File: src/rtl/systolic_ctrl.sv
// Sequencer for the 8x8 systolic MVM array: SRAM read addressing, array advance and result-row flags.
// Optional SYSTOLIC_CTRL_PERF_EN adds a saturating stall counter port perf_stall_cnt.
module systolic_ctrl #(
    parameter int ARRAY_SIZE    = 8,
    parameter int K_ACCUM_DEPTH = 8,
    parameter int ADDR_WIDTH    = 10
) (
    input  logic                  clk,
    input  logic                  srstn,
    input  logic                  start,
    input  logic [5:0]            num_sets,
    input  logic                  abort,
    input  logic                  out_ready,
    output logic                  busy,
    output logic                  done,
    output logic                  sram_ren,
    output logic [ADDR_WIDTH-1:0] sram_raddr_w,
    output logic [ADDR_WIDTH-1:0] sram_raddr_d,
    output logic                  alu_start,
    output logic [8:0]            cycle_num,
    output logic [5:0]            data_set,
    output logic [5:0]            matrix_index,
    output logic                  out_valid
`ifdef SYSTOLIC_CTRL_PERF_EN
    ,
    output logic [15:0]           perf_stall_cnt
`endif
);

    localparam int RUN_LEN = K_ACCUM_DEPTH + ARRAY_SIZE + 1;
    localparam int KW      = $clog2(K_ACCUM_DEPTH + 1);

    localparam logic [KW-1:0]         K_MAX     = KW'(K_ACCUM_DEPTH);
    localparam logic [KW-1:0]         K_ONE     = KW'(1);
    localparam logic [8:0]            CYC_LAST  = 9'(RUN_LEN - 1);
    localparam logic [8:0]            CYC_VALID = 9'(K_ACCUM_DEPTH);
    localparam logic [8:0]            ROW0      = 9'(K_ACCUM_DEPTH + 1);
    localparam logic [8:0]            ROWS      = 9'(ARRAY_SIZE);
    localparam logic [ADDR_WIDTH-1:0] ADDR_ONE  = ADDR_WIDTH'(1);

    typedef enum logic [1:0] {S_IDLE, S_PREFETCH, S_RUN, S_DONE} state_t;

    state_t                  state_q, state_d;
    logic [5:0]              set_q, set_d;
    logic [5:0]              nsets_q, nsets_d;
    logic [KW-1:0]           k_q, k_d;
    logic [8:0]              cyc_q, cyc_d;
    logic [ADDR_WIDTH-1:0]   addr_q, addr_d;

    logic                    in_run;
    logic                    adv;
    logic                    last_set;
    logic [8:0]              row_off;

    assign in_run    = (state_q == S_RUN);
    // abort silences the array-facing strobes in the very cycle it is seen
    assign out_valid = in_run & (cyc_q > CYC_VALID) & ~abort;
    assign adv       = ~(out_valid & ~out_ready);
    assign alu_start = in_run & adv & ~abort;
    assign busy      = (state_q == S_PREFETCH) | in_run;
    assign done      = (state_q == S_DONE);
    assign sram_ren  = ~abort & ((state_q == S_PREFETCH) | (in_run & (k_q < K_MAX)));

    assign sram_raddr_w = addr_q;
    assign sram_raddr_d = addr_q;
    assign cycle_num    = cyc_q;

    assign row_off      = cyc_q - ROW0;
    assign matrix_index = out_valid ? 6'(row_off % ROWS) : 6'd0;
    assign last_set     = ({1'b0, set_q} + 7'd1) >= {1'b0, nsets_q};

    always_comb begin
        data_set = 6'd0;
        case (state_q)
            S_PREFETCH, S_RUN: data_set = set_q;
            // out-of-range set index keeps the array from emitting results
            S_DONE:            data_set = nsets_q;
            default:           data_set = 6'd0;
        endcase
    end

    always_comb begin
        state_d = state_q;
        set_d   = set_q;
        nsets_d = nsets_q;
        k_d     = k_q;
        cyc_d   = cyc_q;
        addr_d  = addr_q;
        if (abort) begin
            state_d = S_IDLE;
            set_d   = 6'd0;
            k_d     = '0;
            cyc_d   = 9'd0;
            addr_d  = '0;
        end else begin
            case (state_q)
                S_IDLE: begin
                    if (start) begin
                        nsets_d = num_sets;
                        set_d   = 6'd0;
                        k_d     = '0;
                        cyc_d   = 9'd0;
                        addr_d  = '0;
                        state_d = (num_sets != 6'd0) ? S_PREFETCH : S_DONE;
                    end
                end
                S_PREFETCH: begin
                    state_d = S_RUN;
                    k_d     = K_ONE;
                    cyc_d   = 9'd0;
                    if (K_ONE < K_MAX) addr_d = addr_q + ADDR_ONE;
                end
                S_RUN: begin
                    if (adv) begin
                        cyc_d = cyc_q + 9'd1;
                        if (k_q < K_MAX) k_d = k_q + K_ONE;
                        if (k_q < K_MAX - K_ONE) addr_d = addr_q + ADDR_ONE;
                        if (cyc_q == CYC_LAST) begin
                            cyc_d = 9'd0;
                            k_d   = '0;
                            if (!last_set) begin
                                // last word of a set is set*K+K-1, so +1 lands on the next base
                                set_d   = set_q + 6'd1;
                                addr_d  = addr_q + ADDR_ONE;
                                state_d = S_PREFETCH;
                            end else begin
                                addr_d  = '0;
                                state_d = S_DONE;
                            end
                        end
                    end
                end
                S_DONE: state_d = S_IDLE;
                default: state_d = S_IDLE;
            endcase
        end
    end

    always_ff @(posedge clk) begin
        if (!srstn) begin
            state_q <= S_IDLE;
            set_q   <= 6'd0;
            nsets_q <= 6'd0;
            k_q     <= '0;
            cyc_q   <= 9'd0;
            addr_q  <= '0;
        end else begin
            state_q <= state_d;
            set_q   <= set_d;
            nsets_q <= nsets_d;
            k_q     <= k_d;
            cyc_q   <= cyc_d;
            addr_q  <= addr_d;
        end
    end

`ifdef SYSTOLIC_CTRL_PERF_EN
    logic [15:0] perf_q;

    always_ff @(posedge clk) begin
        if (!srstn) begin
            perf_q <= 16'd0;
        end else if ((state_q == S_IDLE) && start && !abort) begin
            perf_q <= 16'd0;
        end else if (in_run && !adv && (perf_q != 16'hFFFF)) begin
            perf_q <= perf_q + 16'd1;
        end
    end

    assign perf_stall_cnt = perf_q;
`endif

endmodule

File: config.mk
export PLATFORM = sky130hd
export DESIGN_NAME = systolic_ctrl
export DESIGN_NICKNAME = d
export VERILOG_FILES = /design/src/rtl/systolic_ctrl.sv
export SDC_FILE = /design/constraint.sdc
export NUM_CORES = 1
export LEC_CHECK = 0
export ABC_AREA = 0
export ABC_CLOCK_PERIOD_IN_PS = 4000
export BUFFER_PORTS_ARGS = -buffer_cell sky130_fd_sc_hd__buf_2
export CAP_MARGIN = 20
export CORE_ASPECT_RATIO = 2
export CORE_MARGIN = 5
export CORE_UTILIZATION = 50
export CTS_BUF_LIST = sky130_fd_sc_hd__clkbuf_2
export CTS_CLUSTER_DIAMETER = 80
export CTS_CLUSTER_SIZE = 28
export DETAILED_ROUTE_END_ITERATION = 12
export PLACE_DENSITY = 0.84
export RECOVER_POWER = 100
export SLEW_MARGIN = 20
export SYNTH_ARGS = -nofsm -noshare
export SYNTH_HDL_FRONTEND = slang
export SYNTH_SLANG_ARGS = --single-unit
File: constraint.sdc
create_clock -name clk -period 4 [get_ports clk]
set_input_delay 1.2 -clock clk [delete_from_list [all_inputs] [get_ports clk]]
set_output_delay 1.2 -clock clk [all_outputs]
set_load 0.01 [all_outputs]
# --- Yosys cells after proc, flatten, opt, wreduce, memory -nomap -nowiden ---
# Index checks and enable logic that the tools add are counted.
word_totals:
  reg_bits: 37
  inputBits: 11
op_classes:
  n_addsub: 6
  n_lt_le_gt_ge: 4
  n_eq_ne: 10
  n_mux: 28
  n_bitwise: 13
  n_reduce_logical: 12
op_table:
  columns: ["cell", "count"]
  rows:
  - ["10-bit 2-to-1 mux", 5]
  - ["10-bit one-hot mux with 3 select lines", 1]
  - ["9-bit 2-to-1 mux", 3]
  - ["9-bit one-hot mux with 3 select lines", 1]
  - ["6-bit 2-to-1 mux", 4]
  - ["6-bit one-hot mux with 2 select lines", 2]
  - ["4-bit 2-to-1 mux", 4]
  - ["4-bit one-hot mux with 3 select lines", 1]
  - ["10-bit by 1-bit adder with 10-bit output, second input constant", 1]
  - ["2-bit 2-to-1 mux", 5]
  - ["9-bit by 1-bit adder with 9-bit output, second input constant", 1]
  - ["9-bit by 5-bit == test with 1-bit output, second input constant", 1]
  - ["9-bit by 4-bit greater-than comparator with 1-bit output, second input constant", 1]
  - ["3-bit AND reduction", 3]
  - ["2-bit one-hot mux with 4 select lines", 1]
  - ["4-bit AND reduction", 2]
  - ["6-bit by 1-bit adder with 7-bit output, second input constant", 1]
  - ["1-bit AND", 7]
  - ["7-bit by 6-bit greater-or-equal comparator with 1-bit output", 1]
  - ["6-bit by 1-bit adder with 6-bit output, second input constant", 1]
  - ["2-bit inequality test, second input constant", 3]
  - ["3-bit by 1-bit inequality test with 1-bit output, second input constant", 2]
  - ["6-bit nonzero test", 1]
  - ["5-bit AND reduction", 1]
  - ["14 further kinds", 20]

# --- Logic depth before layout (Yosys ltp) ---
# Gate-level depths: netlist (run 1).
depth:
  depth_word: 7
  mapped_depth: 10
  depth_no_buf: 10

# --- Worst setup path after synthesis (run 1) ---
# OpenSTA, ideal clock, no wires.
synth_timing:
  path_type: "input -> output"
  from: "input abort"
  to: "output matrix_index[2]"
  arrival_ns: 1.926
  slack_ns: 0.874
  stages: 3
  cell_sequence: "nand2b_1 > or2_2 > nor2_1"
synth_between:
  elab_chain_len: 3
synth_lines:
  columns: ["element", "line", "rtl"]
  rows:
  - ["start: declaration", "12", "input logic abort,"]
  - ["1-bit NOT (no source line)", null, null]
  - ["1-bit AND", "57", "assign out_valid = in_run & (cyc_q > CYC_VALID) & ~abort;"]
  - ["3-bit 2-to-1 mux", "69", "assign matrix_index = out_valid ? 6'(row_off % ROWS) : 6'd0;"]
  - ["end: declaration", "22", "output logic [5:0] matrix_index,"]
# Every way passes these cells.

# --- Final worst setup path (run 1) ---
layout_timing:
  from: "register cyc_q[5], in the netlist cycle_num[5]"
  to: "output alu_start"
layout_between:
  elab_chain_len: 7
layout_lines:
  columns: ["element", "line", "rtl"]
  rows:
  - ["start: declaration", "47", "logic [8:0] cyc_q, cyc_d;"]
  - ["start signal: assignment", "152", "cyc_q <= cyc_d;"]
  - ["9-bit by 4-bit greater-than comparator with 1-bit output", "57", null]
  - ["1-bit AND (2 in a row)", "57", null]
  - ["1-bit AND", "58", "assign adv = ~(out_valid & ~out_ready);"]
  - ["1-bit NOT", "58", null]
  - ["1-bit AND (2 in a row)", "59", "assign alu_start = in_run & adv & ~abort;"]
  - ["end: declaration", "19", "output logic alu_start,"]
# Every way passes these cells.

==> results of run 1 <==
==> power groups by stage <==
stage | combinational (mW) | clock [mW] | sequential [mW]
4_1_cts | 0.0809 | 0.171 | 0.377
6_report | 0.0793 | 0.170 | 0.377
3_5_place_dp | 0.0806 | 0 | 0.385
2_1_floorplan | 0.0582 | 0 | 0.384
5_1_grt | 0.0895 | 0.189 | 0.378
3_3_place_gp | 0.0783 | 0 | 0.385
==> per-stage QoR <==
step,util,cells
floorplan,-,285
global placement,0.563,375
detailed placement,0.563,375
CTS,0.571,383
global route,0.550,383
finish,0.550,383
==> routing by layer <==
| layer | global-route usage | part of all wire |
|---|---|---|
| met5 | 0 | 0 |
| met4 | 0.109 | 0.029 |
| met3 | 0.0373 | 0.058 |
| met2 | 0.356 | 0.56 |
| met1 | 0.185 | 0.36 |
==> cells in the mapped netlist, types with 2 or more instances <==
| cell | n | share of area |
|---|---|---|
| inv_1 | 14 | 0.023 |
| o21ai_0 | 18 | 0.039 |
| xnor2_1 | 4 | 0.015 |
| nor2b_1 | 8 | 0.021 |
| ha_1 | 16 | 0.086 |
| a21oi_1 | 18 | 0.039 |
| nand4_1 | 7 | 0.019 |
| mux2i_1 | 8 | 0.034 |
| nand2_1 | 11 | 0.018 |
| or2_2 | 2 | 0.0054 |
| clkbuf_1 | 5 | 0.0080 |
| o22ai_1 | 2 | 0.0054 |
| nand2b_1 | 6 | 0.016 |
| a21o_1 | 2 | 0.0064 |
| or3b_1 | 6 | 0.023 |
| xor2_1 | 8 | 0.030 |
| and3_1 | 9 | 0.024 |
| a22oi_1 | 6 | 0.019 |
| nand3_1 | 12 | 0.026 |
| dfxtp_1 | 37 | 0.32 |
| and2_1 | 2 | 0.0054 |
| or3_1 | 5 | 0.013 |
| o31ai_1 | 3 | 0.0096 |
| nor3_1 | 4 | 0.0086 |
| a31oi_1 | 3 | 0.0080 |
| buf_4 | 13 | 0.042 |
| nor2_1 | 31 | 0.050 |
| o21ai_1 | 2 | 0.0043 |
==> registers in the layout, indices dropped and copies added, names as in the netlist <==
name,flops
k_q,4
nsets_q,6
cycle_num,9
set_q,6
sram_raddr_d,10
state_q,2
==> worst max-delay path: stages (launching register included) <==
cell and delay [ns]:
dfxtp_1 0.38, or4_1 0.59, a211oi_1 0.46, or2_2 0.25
nor2_1 0.05, nor2_1 0.09, clkbuf_1 0.16
==> how the worst max path moves through the flow <==
stage | end | from | cells past startpoint
floorplan | matrix_index[2] | abort | 3
global placement | alu_start | abort | 6
detailed placement | alu_start | abort | 6
CTS | alu_start | cycle_num[0]$_SDFFE_PP0P_ | 8
global route | alu_start | cycle_num[5]$_SDFFE_PP0P_ | 6
finish | alu_start | cycle_num[5]$_SDFFE_PP0P_ | 6
==> kinds of logic after synthesis <==
logic type | after synthesis
simple gates | 109
compound gates | 66
flops | 37
buf+inv | 34
fa+ha+maj | 16
xor+xnor | 12
mux | 8
other cells | 1
==> cell type report <==
cell class | count | area (um^2)
Inverter | 15 | 56.3
Tap cell | 55 | 68.8
Sequential cell | 37 | 741
Multi-Input combinational cell | 214 | 1380
Clock inverter | 3 | 12.5
Fill cell | 456 | 2050
Timing Repair Buffer | 54 | 219
Clock buffer | 5 | 25.0
==> impl_metrics.csv, run 1 <==
group,metric,value,unit
sta,hold_slack,0.516,ns
logic_synthesis,synth.avg_cell_area,8.25,um^2
logic_synthesis,ys_types,49,
power,p_sw_frac,0.299,
sta,maxSlewHeadroom,0.209,
sta,setup_viol,0,
floorplanning,start_util,0.513,
route,drtIter0Drc,39,
layout,layout_commonest_cell,"clkbuf_1",
power,clkPwrFrac,0.271,
floorplanning,die_width,58.3,um
placement,hpwl,4.46,mm
placement,post_dp_cell_area,2560,um^2
layout,antenna_cells,0,
clock_tree,clk_pin_slew_worst_paths,0.20,ns
layout,drive_above_1_share,0.0671,
layout,nNetsFinal,354,
power,combPwrFrac,0.127,
sta,min_period,3.58,ns
critical_path,ff2ff_setup_slack,0.85,ns
sta,slew_violations,0,
critical_path,crit_path_max_fanout,5,
route,vias,2210,
hold_path,hold_path.class,"register to register",
global_routing,grt_overflow_total,0,
floorplanning,io_pins,57,
logic_synthesis,synth-xor-area-share,0.0450,
clock_tree,clock_sinks,37,
logic_synthesis,ys_ff_latch,37,
route,wl_per_cell,14.7,um
placement,dp_slack,0.600,ns
power,power_leakage,0.995,nW
sta,rsz0062_at_grt,"false",
clock_tree,cts_root_buffer,"clkbuf_2",
logic_synthesis,yosys.area_share.simple,0.249,
logic_synthesis,seq_area_frac_synth,0.317,
power,p_int,439,uW
sta,final.setup_skew,0.0180,ns
layout,syn2layout_area_growth,7.34,%
logic_synthesis,synth_top_family_by_area,"simple AND/OR/NAND/NOR gates",
logic_synthesis,synthMuxAreaShare,0.0343,
power,p_seq_frac,0.602,
logic_synthesis,syn_area,2330,um^2
sta,fin_ws,0.424,ns
layout,mostFrequentLayoutCells,"clkbuf_1 (43), dfxtp_1 (37), nor2_1 (31)",
route,drc,0,
hold_path,holdPathStages,2,
clock_tree,htree_num_levels,2,
critical_path,end_kind,"primary output",
global_routing,antenna_found_initial,0,
clock_tree,cts_buffers,5,
route,dr.pass1.iters,5,
critical_path,crit_arrival,2.38,ns
layout,fin_area,2510,um^2
floorplanning,core,4550,um^2
critical_path,r2r_start,"set_q[0]$_SDFFE_PP0P_",
clock_tree,cts_resized,0,
logic_synthesis,synth_compound_area_frac,0.191,
global_routing,grt_max_degree,15,
logic_synthesis,async_flop_share,0,
placement,numPortBuffers,53,
floorplanning,rows,35,
power,p_total,627,uW
sta,fmax,0.280,GHz
route,viasPerCell,5.77,
global_routing,grt_pass1_vias,2199,
sta,hold_viol,0,
clock_tree,cts_tree,"yes",
route,drt-total-wl,5.63,mm
critical_path,critPathKind,"register to primary output",
sta,period_share,0.894,
global_routing,track_usage,0.191,
sta,worst_pin_slew,1.17,ns
power,ir_worst_vdd,0.000226,V
floorplanning,die_h,107,um
power,p_sw,187,uW
sta,tns,0,ns
placement,gp_congestion,0.911,
logic_synthesis,synth_flop_cell,"dfxtp_1",
run_status,status,"finished clean",
route,antenna_left,0,
critical_path,worst_r2r_endpoint,"set_q[3]$_SDFFE_PP0P_",
logic_synthesis,synthAdderAreaFrac,0.0857,
critical_path,worst_setup_path_start_kind,"register",
critical_path,required,2.80,ns
run,cap_violations,0,
clock_tree,ctsLongestPathBuffers,2,
floorplanning,die_area,6220,um^2
logic_synthesis,netlist_instances,283,
logic_synthesis,synth_enable_flop_cells,0,
hold_path,hold_start,"sram_raddr_d[9]$_SDFFE_PP0P_",
hold_path,holdPathEnd,"sram_raddr_d[9]$_SDFFE_PP0P_",
logic_synthesis,synth-warning-count,0,
critical_path,r2r_cells,10,
clock_tree,ctsHoldBuffers,0,
clock_tree,clock_latency,0.40,ns
global_routing,grt_pass1_wl,9.50,mm
clock_tree,postCtsSetupRepairBufs,0,
power,power_density,250,nW/um^2
No activity file was read; power rests on OpenSTA's default activity.
==> inputs of run 2 (changes only) <==
Settings changed: SETUP_SLACK_MARGIN set to 0.5.
==> run 2 against run 1 <==
Setup slack gained 0.036 ns. First-iteration DRC count grew 5.1%. Cell count is the same. Flip-flop and latch count is the same. Largest cell class unchanged. Largest power group unchanged.
==> impl_metrics.csv, run 2 (synthesized netlist as in run 1, its figures left out) <==
group,metric,value,unit
layout,fin_area,2520,um^2
global_routing,grtUsageMet1,0.185,
route,wl_per_cell,14.8,um
run_status,status,"finished clean",
critical_path,ff2ff_setup_slack,0.82,ns
layout,mostFrequentLayoutCells,"clkbuf_1 (40), dfxtp_1 (37), nor2_1 (31)",
critical_path,required,2.80,ns
placement,post_dp_cell_area,2560,um^2
sta,fmax,0.283,GHz
global_routing,grt_max_degree,15,
sta,tns,0,ns
critical_path,end_kind,"primary output",
clock_tree,clock_sinks,37,
layout,largest_register_ffs,10,
floorplanning,start_util,0.513,
floorplanning,die_area,6220,um^2
clock_tree,ctsLongestPathBuffers,2,
global_routing,grt_pass1_vias,2199,
run,cap_violations,0,
clock_tree,clk_pin_slew_worst_paths,0.20,ns
layout,antenna_cells,0,
layout,syn2layout_area_growth,7.77,%
global_routing,grt_util_met3,0.0373,
route,viasPerCell,5.83,
clock_tree,cts_tree,"yes",
clock_tree,cts_buffers,5,
floorplanning,core,4550,um^2
route,drt-total-wl,5.68,mm
placement,gp_congestion,0.911,
sta,maxSlewHeadroom,0.189,
layout,layout_commonest_cell,"clkbuf_1",
clock_tree,clock_latency,0.40,ns
critical_path,crit_path_max_fanout,5,
route,drtIter0Drc,41,
hold_path,hold_path.class,"register to register",
sta,hold_viol,0,
clock_tree,postCtsSetupRepairBufs,0,
sta,setup_viol,0,
sta,final.setup_skew,0.0192,ns
global_routing,antenna_found_initial,0,
critical_path,crit_arrival,2.34,ns
critical_path,critPathKind,"register to primary output",
clock_tree,cts_root_buffer,"clkbuf_2",
route,drc,0,
power,ir_worst_vdd,0.000227,V
floorplanning,io_pins,57,
global_routing,grt_overflow_total,0,
placement,numPortBuffers,53,
layout,drive_above_1_share,0.0793,
clock_tree,ctsHoldBuffers,0,
layout,fin_util,0.552,
sta,rsz0062_at_grt,"false",
floorplanning,rows,35,
global_routing,grt_pass1_wl,9.50,mm
global_routing,grt-busiest-layer,"met2",
placement,hpwl,4.46,mm
route,vias,2234,
power,power_leakage,1.01,nW
sta,min_period,3.54,ns
global_routing,use_met2,0.356,
sta,worst_pin_slew,1.20,ns
sta,period_share,0.885,
floorplanning,die_width,58.3,um
route,antenna_left,0,
route,dr.pass1.iters,4,
global_routing,track_usage,0.191,
power,power_density,249,nW/um^2
floorplanning,die_h,107,um
sta,slew_violations,0,
critical_path,worst_setup_path_start_kind,"register",
clock_tree,htree_num_levels,2,
layout,nNetsFinal,354,
-- run 2: cell count changes in the layout (fill, tap and decap cells not counted) --
cell,before,now
or4_1,2,1
buf_2,10,13
o21ai_1,0,1
or4_4,0,1
or2_2,2,1
clkbuf_1,43,40
o21ai_0,20,19
or2_4,0,1
-- run 2: worst paths after layout --
kind	endpoint	depth (start not counted)	from
setup / recovery	alu_start	6	cycle_num[5]$_SDFFE_PP0P_
hold / removal	sram_raddr_d[9]$_SDFFE_PP0P_	2	sram_raddr_d[9]$_SDFFE_PP0P_
setup reg to reg	set_q[3]$_SDFFE_PP0P_	10	set_q[0]$_SDFFE_PP0P_
hold reg to reg	sram_raddr_d[9]$_SDFFE_PP0P_	2	sram_raddr_d[9]$_SDFFE_PP0P_
-- run 2: layout make-up --
type,instances,area [um^2]
clock buffers,5,25.0
clock inverters,3,12.5
fillers,455,2040
inverters,15,56.3
multi-input cells,214,1390
flip-flops and latches,37,741
well taps,55,68.8
repair buffers,54,223
-- run 2: per-stage QoR --
step / cells / power [mW] / hold slack, ns / setup slack, ns
2_1_floorplan: 285 / 0.442 / 0.452 / 0.874
3_3_place_gp: 375 / 0.463 / 0.474 / 0.614
3_5_place_dp: 375 / 0.465 / 0.494 / 0.600
4_1_cts: 383 / 0.629 / 0.515 / 0.597
5_1_grt: 383 / 0.657 / 0.551 / 0.267
6_report: 383 / 0.628 / 0.517 / 0.460
-- run 2: routing by layer --
metal | share of wire | vias to the layer above
li1 | - | 1084
met3 | 0.060 | 20
met4 | 0.039 | 0
met5 | 0 | -
met2 | 0.54 | 81
met1 | 0.36 | 1049
-- run 2: where the power goes --
part | total, mW | switching [mW] | internal [mW]
clock | 0.170 | 0.132 | 0.0383
sequential | 0.377 | 0.00391 | 0.374
combinational | 0.0797 | 0.0523 | 0.0274
-- run 2: repair_timing --
| item | in CTS | in global routing |
|---|---|---|
| resized for setup | 0 | 4 |
| hold endpoints to repair | 0 | 0 |
| endpoints found under the setup margin | 0 | 4 |
-- run 2: critical path, stage by stage, from the launching register on --
cell	delay (ns)
dfxtp_1	0.39
or4_4	0.57
a211oi_1	0.47
or2_4	0.24
nor2_1	0.04
nor2_1	0.08
clkbuf_1	0.16
